--- src/rtl/vga_timing_counter.sv ---
`default_nettype none
// ============================================================================
// Module   : vga_timing_counter
// Brief    : Pixel prescaler, H/V position counters and per-frame strobes for
//            the VGA sync decoder. Optional checks: define VGA_TIMING_CHECK_EN.
// Revision : 1.0  initial release
// ============================================================================
module vga_timing_counter #(
  parameter int HMAX     = 800,
  parameter int VMAX     = 525,
  parameter int HDISPLAY = 640,
  parameter int VDISPLAY = 480,
  parameter int CLK_DIV  = 2,
  parameter int FRAME_W  = 16
) (
  input  logic                    i_Clk,
  input  logic                    i_Rst_n,
  input  logic                    i_En,
  output logic [$clog2(HMAX)-1:0] o_H_count,
  output logic [$clog2(VMAX)-1:0] o_V_count,
  output logic                    o_pix_tick,
  output logic                    o_line_end,
  output logic                    o_frame_start,
  output logic                    o_vblank_start,
  output logic [FRAME_W-1:0]      o_frame_count
);

  localparam int c_HW = $clog2(HMAX);
  localparam int c_VW = $clog2(VMAX);
  localparam int c_DW = (CLK_DIV > 1) ? $clog2(CLK_DIV) : 1;

  localparam logic [c_HW-1:0] c_H_LAST   = c_HW'(HMAX - 1);
  localparam logic [c_VW-1:0] c_V_LAST   = c_VW'(VMAX - 1);
  localparam logic [c_VW-1:0] c_V_VBLANK = c_VW'(VDISPLAY);
  localparam logic [c_DW-1:0] c_DIV_LAST = c_DW'(CLK_DIV - 1);

  logic [c_DW-1:0]    r_div;
  logic [c_HW-1:0]    r_h;
  logic [c_VW-1:0]    r_v;
  logic [FRAME_W-1:0] r_frame;
  logic               r_frame_start;
  logic               r_vblank_start;

  logic               w_tick;
  logic               w_h_last;
  logic               w_v_last;
  logic [c_VW-1:0]    w_v_next;

  always_comb begin
    w_tick   = i_En && (r_div == c_DIV_LAST);
    w_h_last = (r_h == c_H_LAST);
    w_v_last = (r_v == c_V_LAST);
    w_v_next = w_v_last ? '0 : r_v + 1'b1;
  end

  always_ff @(posedge i_Clk or negedge i_Rst_n) begin
    if (!i_Rst_n) begin
      r_div          <= '0;
      r_h            <= '0;
      r_v            <= '0;
      r_frame        <= '0;
      r_frame_start  <= 1'b0;
      r_vblank_start <= 1'b0;
    end else begin
      // Strobes last one system clock, independent of the pixel divider
      r_frame_start  <= 1'b0;
      r_vblank_start <= 1'b0;

      if (!i_En || (r_div == c_DIV_LAST)) begin
        r_div <= '0;
      end else begin
        r_div <= r_div + 1'b1;
      end

      if (w_tick) begin
        if (w_h_last) begin
          r_h <= '0;
          r_v <= w_v_next;
          if (w_v_last) begin
            r_frame       <= r_frame + 1'b1;
            r_frame_start <= 1'b1;
          end
          if (w_v_next == c_V_VBLANK) begin
            r_vblank_start <= 1'b1;
          end
        end else begin
          r_h <= r_h + 1'b1;
        end
      end
    end
  end

  assign o_H_count      = r_h;
  assign o_V_count      = r_v;
  assign o_pix_tick     = w_tick;
  assign o_line_end     = w_tick && w_h_last;
  assign o_frame_start  = r_frame_start;
  assign o_vblank_start = r_vblank_start;
  assign o_frame_count  = r_frame;

`ifdef VGA_TIMING_CHECK_EN
  if (HDISPLAY >= HMAX) begin : g_chk_hdisplay
    $error("vga_timing_counter: HDISPLAY must be less than HMAX");
  end
  if (VDISPLAY >= VMAX) begin : g_chk_vdisplay
    $error("vga_timing_counter: VDISPLAY must be less than VMAX");
  end
  if (CLK_DIV < 1) begin : g_chk_clk_div
    $error("vga_timing_counter: CLK_DIV must be at least 1");
  end

  a_h_range: assert property (@(posedge i_Clk) disable iff (!i_Rst_n)
    int'(r_h) < HMAX);
  a_v_range: assert property (@(posedge i_Clk) disable iff (!i_Rst_n)
    int'(r_v) < VMAX);
  a_strobe_excl: assert property (@(posedge i_Clk) disable iff (!i_Rst_n)
    !(r_frame_start && r_vblank_start));
  a_fs_single: assert property (@(posedge i_Clk) disable iff (!i_Rst_n)
    r_frame_start |=> !r_frame_start);
  a_vb_single: assert property (@(posedge i_Clk) disable iff (!i_Rst_n)
    r_vblank_start |=> !r_vblank_start);
`endif

endmodule
`default_nettype wire
--- config.mk ---
export PLATFORM = sky130hd
export DESIGN_NAME = vga_timing_counter
export DESIGN_NICKNAME = d
export VERILOG_FILES = /design/src/rtl/vga_timing_counter.sv
export SDC_FILE = /design/constraint.sdc
export NUM_CORES = 1
export LEC_CHECK = 0
export ABC_AREA = 0
export CAP_MARGIN = 10
export CORE_MARGIN = 1.5
export CORE_UTILIZATION = 55
export CTS_BUF_LIST = sky130_fd_sc_hd__clkbuf_8
export DETAILED_ROUTE_END_ITERATION = 16
export PLACE_DENSITY = 0.93
export SYNTH_ARGS = -nofsm -noshare
export SYNTH_HDL_FRONTEND = slang
export SYNTH_SLANG_ARGS = --single-unit
--- constraint.sdc ---
create_clock -name i_Clk -period 4.4 [get_ports i_Clk]
set_input_delay 0.44 -clock i_Clk [delete_from_list [all_inputs] [get_ports i_Clk]]
set_output_delay 0.44 -clock i_Clk [all_outputs]
set_load 0.005 [all_outputs]
==> results.json <==
{
  "run_status": "completed",
  "clkSinkCount": 39,
  "power_density_nw_per_um2": 333,
  "die_h_um": 63.6,
  "critPathLaunchType": "primary input",
  "portBuffers": 42,
  "post-synth-top-count-cell": "dfrtp_1",
  "fill_cells": 236,
  "ys_types": 44,
  "cts_hold_buffers": 0,
  "grt_pass1_wl_um": 7420,
  "p_total_uw": 857,
  "skew_ns": 0.00736,
  "instances_no_fill": 279,
  "postCtsSetupRepairBufs": 0,
  "synth_top_family_by_area": "simple AND/OR/NAND/NOR gates",
  "arrival_ns": 2.41,
  "cts_buffers": 5,
  "cap_violations": 0,
  "rsz0062_at_grt": "false",
  "fin_crit_sh_pct": 64.8,
  "die-width_um": 63.6,
  "synthAdderAreaFrac_pct": 2.48,
  "postCtsResizedCells": 0,
  "ys_seq_elements": 39,
  "first_iter_violations": 90,
  "fin_nets": 239,
  "io_pins": 43,
  "syn_nets": 195,
  "vias": 1593,
  "setup-tns-final_ns": 0,
  "initial_core_util_pct": 59.0,
  "cts_htree_levels": 2,
  "yosysWarnings": 0,
  "grt_max_degree": 40,
  "grt.total_usage_pct": 23.7,
  "synth_mux_area_share_pct": 1.12,
  "grt-ovfl-total": 0,
  "dp_cells": 271,
  "viasPerCell": 5.71,
  "syn_inst": 188,
  "coreArea_um2": 3420,
  "synthTopCellsByArea": "dfrtp_1 48%, xor2_1 7.8%, xnor2_1 3.9%",
  "hpwl_um": 3010,
  "yosysSeqAreaShare_pct": 48.4,
  "ir_worst_vdd_mv": 0.300,
  "die_area_um2": 4040,
  "clk-insertion-delay-late_ns": 0.30,
  "slew_viol_final": 0,
  "end_kind": "output pin",
  "drive_gt1_share_pct": 10.3,
  "min_path_type": "primary input to asynchronous set/reset pin",
  "synth_simple_gate_area_share_pct": 26.6,
  "path_class": "primary input to output pin",
  "synth_top_area_share_pct": 48.4,
  "synth_xor_area_share_pct": 11.7,
  "wire_per_inst_um": 15.4,
  "synth_edf_count": 0,
  "root_buffer": "clkbuf_8",
  "area_delta_synth_final_pct": 27.7,
  "diodes": 0,
  "synth-compound-area-share_pct": 5.33,
  "drt-total-wl_um": 4290,
  "antenna_found_initial": 0,
  "avgSynthCellArea_um2": 10.7,
  "hold_viol": 0,
  "dr.pass1.iters": 4,
  "grt_pass1_vias": 1571,
  "max_freq_mhz": 350,
  "gp_congestion": 0.836,
  "detail-route-antenna-nets": 0,
  "relSlewSlack_pct": 44.4,
  "utilization_pct": 75.4,
  "synth_ff_type": "dfrtp_1",
  "drc": 0,
  "period_needed_ns": 2.85,
  "p_leak_nw": 1.14,
  "critPathRequiredTime_ns": 3.96,
  "yosysTopAreaCell": "dfrtp_1",
  "rows": 21,
  "tightest_slew_ns": 0.833,
  "synthArstFlopShare_pct": 100,
  "cts_buffer_depth": 2,
  "clk_pin_slew_ns": 0.07,
  "ys_top_cells_by_count": "39 x dfrtp_1, 18 x xor2_1, 14 x nand2_1, 14 x nand3_1, 10 x inv_1",
  "cts_tree": "yes",
  "setup_viol": 0,
  "synthesis.area_um2": 2020,
  "worst-path-max-fanout": 16
}
-- worst paths after layout --
| kind | slack, ns | to | depth (start not counted) | from |
|---|---|---|---|---|
| max | 1.55 | o_line_end | 5 | i_En |
| min reg2reg | 0.47 | r_div | 1 | r_div |
| max in group asynchronous | 3.63 | o_frame_count[5] | 1 | i_Rst_n |
| min in group i_Clk | 0.47 | r_div | 1 | r_div |
| max reg2reg | 2.08 | o_frame_count[1] | 6 | o_V_count[0] |
| min | 0.24 | o_V_count[8] | 1 | i_Rst_n |
-- placed cells by master (no fill, tap or decap), types with 2 or more instances in the layout --
cell / count
bufinv_16: 2
dfrtp_1: 39
nand3_1: 14
clkdlybuf4s50_1: 41
nor2_1: 7
and4_1: 4
xnor2_1: 9
o21ai_0: 8
nand2_1: 14
clkbuf_8: 5
and3_1: 3
and2_1: 2
nor3_1: 7
inv_1: 11
ha_1: 4
nor4_1: 2
a21oi_1: 4
nand4_1: 6
nor4_2: 5
or3_1: 2
or4_1: 3
xor2_1: 18
-- metal layers --
metal	track usage, %	vias to the layer above	share of wire, %
met5	0	-	0
met4	7.88	0	1.2
met3	5.36	5	4.2
met2	39.3	52	52
met1	30.6	778	43
li1	-	758	-
-- state kept, by name, indices dropped and copies added, names as in the netlist --
signal          cells
o_frame_start       1
r_div               1
o_frame_count      16
o_vblank_start      1
o_H_count          10
o_V_count          10
-- logic make-up after synthesis --
kind of cell	count (synthesis)
AND/OR/NAND/NOR	82
flip-flops	39
XOR/XNOR	27
AO/OA/AOI/OAI	18
buffers and inverters	16
adder cells (fa/ha/maj)	4
multiplexers	2
-- critical path, cell delays in order --
cell and delay, ns:
clkdlybuf4s50_1 0.51, and4_1 0.39, nand3_4 0.28, clkinv_1 0.26, clkdlybuf4s50_1 0.54
-- area by class of cell --
cell class	count	area (um^2)	area share (%)
clock buffers	5	68.8	2.67
inverters	11	41.3	1.60
multi-input cells	133	953	37.0
flip-flops and latches	39	976	37.9
clock inverters	3	63.8	2.48
well taps	46	57.6	2.23
repair buffers	42	415	16.1
-- where the power goes --
part           switching (mW)  leakage [nW]  internal (mW)
Clock                   0.126        0.0695          0.224
Combinational          0.0359         0.558         0.0598
Sequential             0.0307         0.509          0.380
-- stage by stage --
stage	area, um^2	setup slack (ns)	hold WS [ns]
global route	2580	1.44	0.327
floorplan	2020	2.69	0.144
global placement	2440	1.64	0.454
CTS	2580	1.57	0.275
detailed placement	2440	1.58	0.455
finish	2580	1.55	0.244
Note: power is estimated with default switching activity, not from simulation.
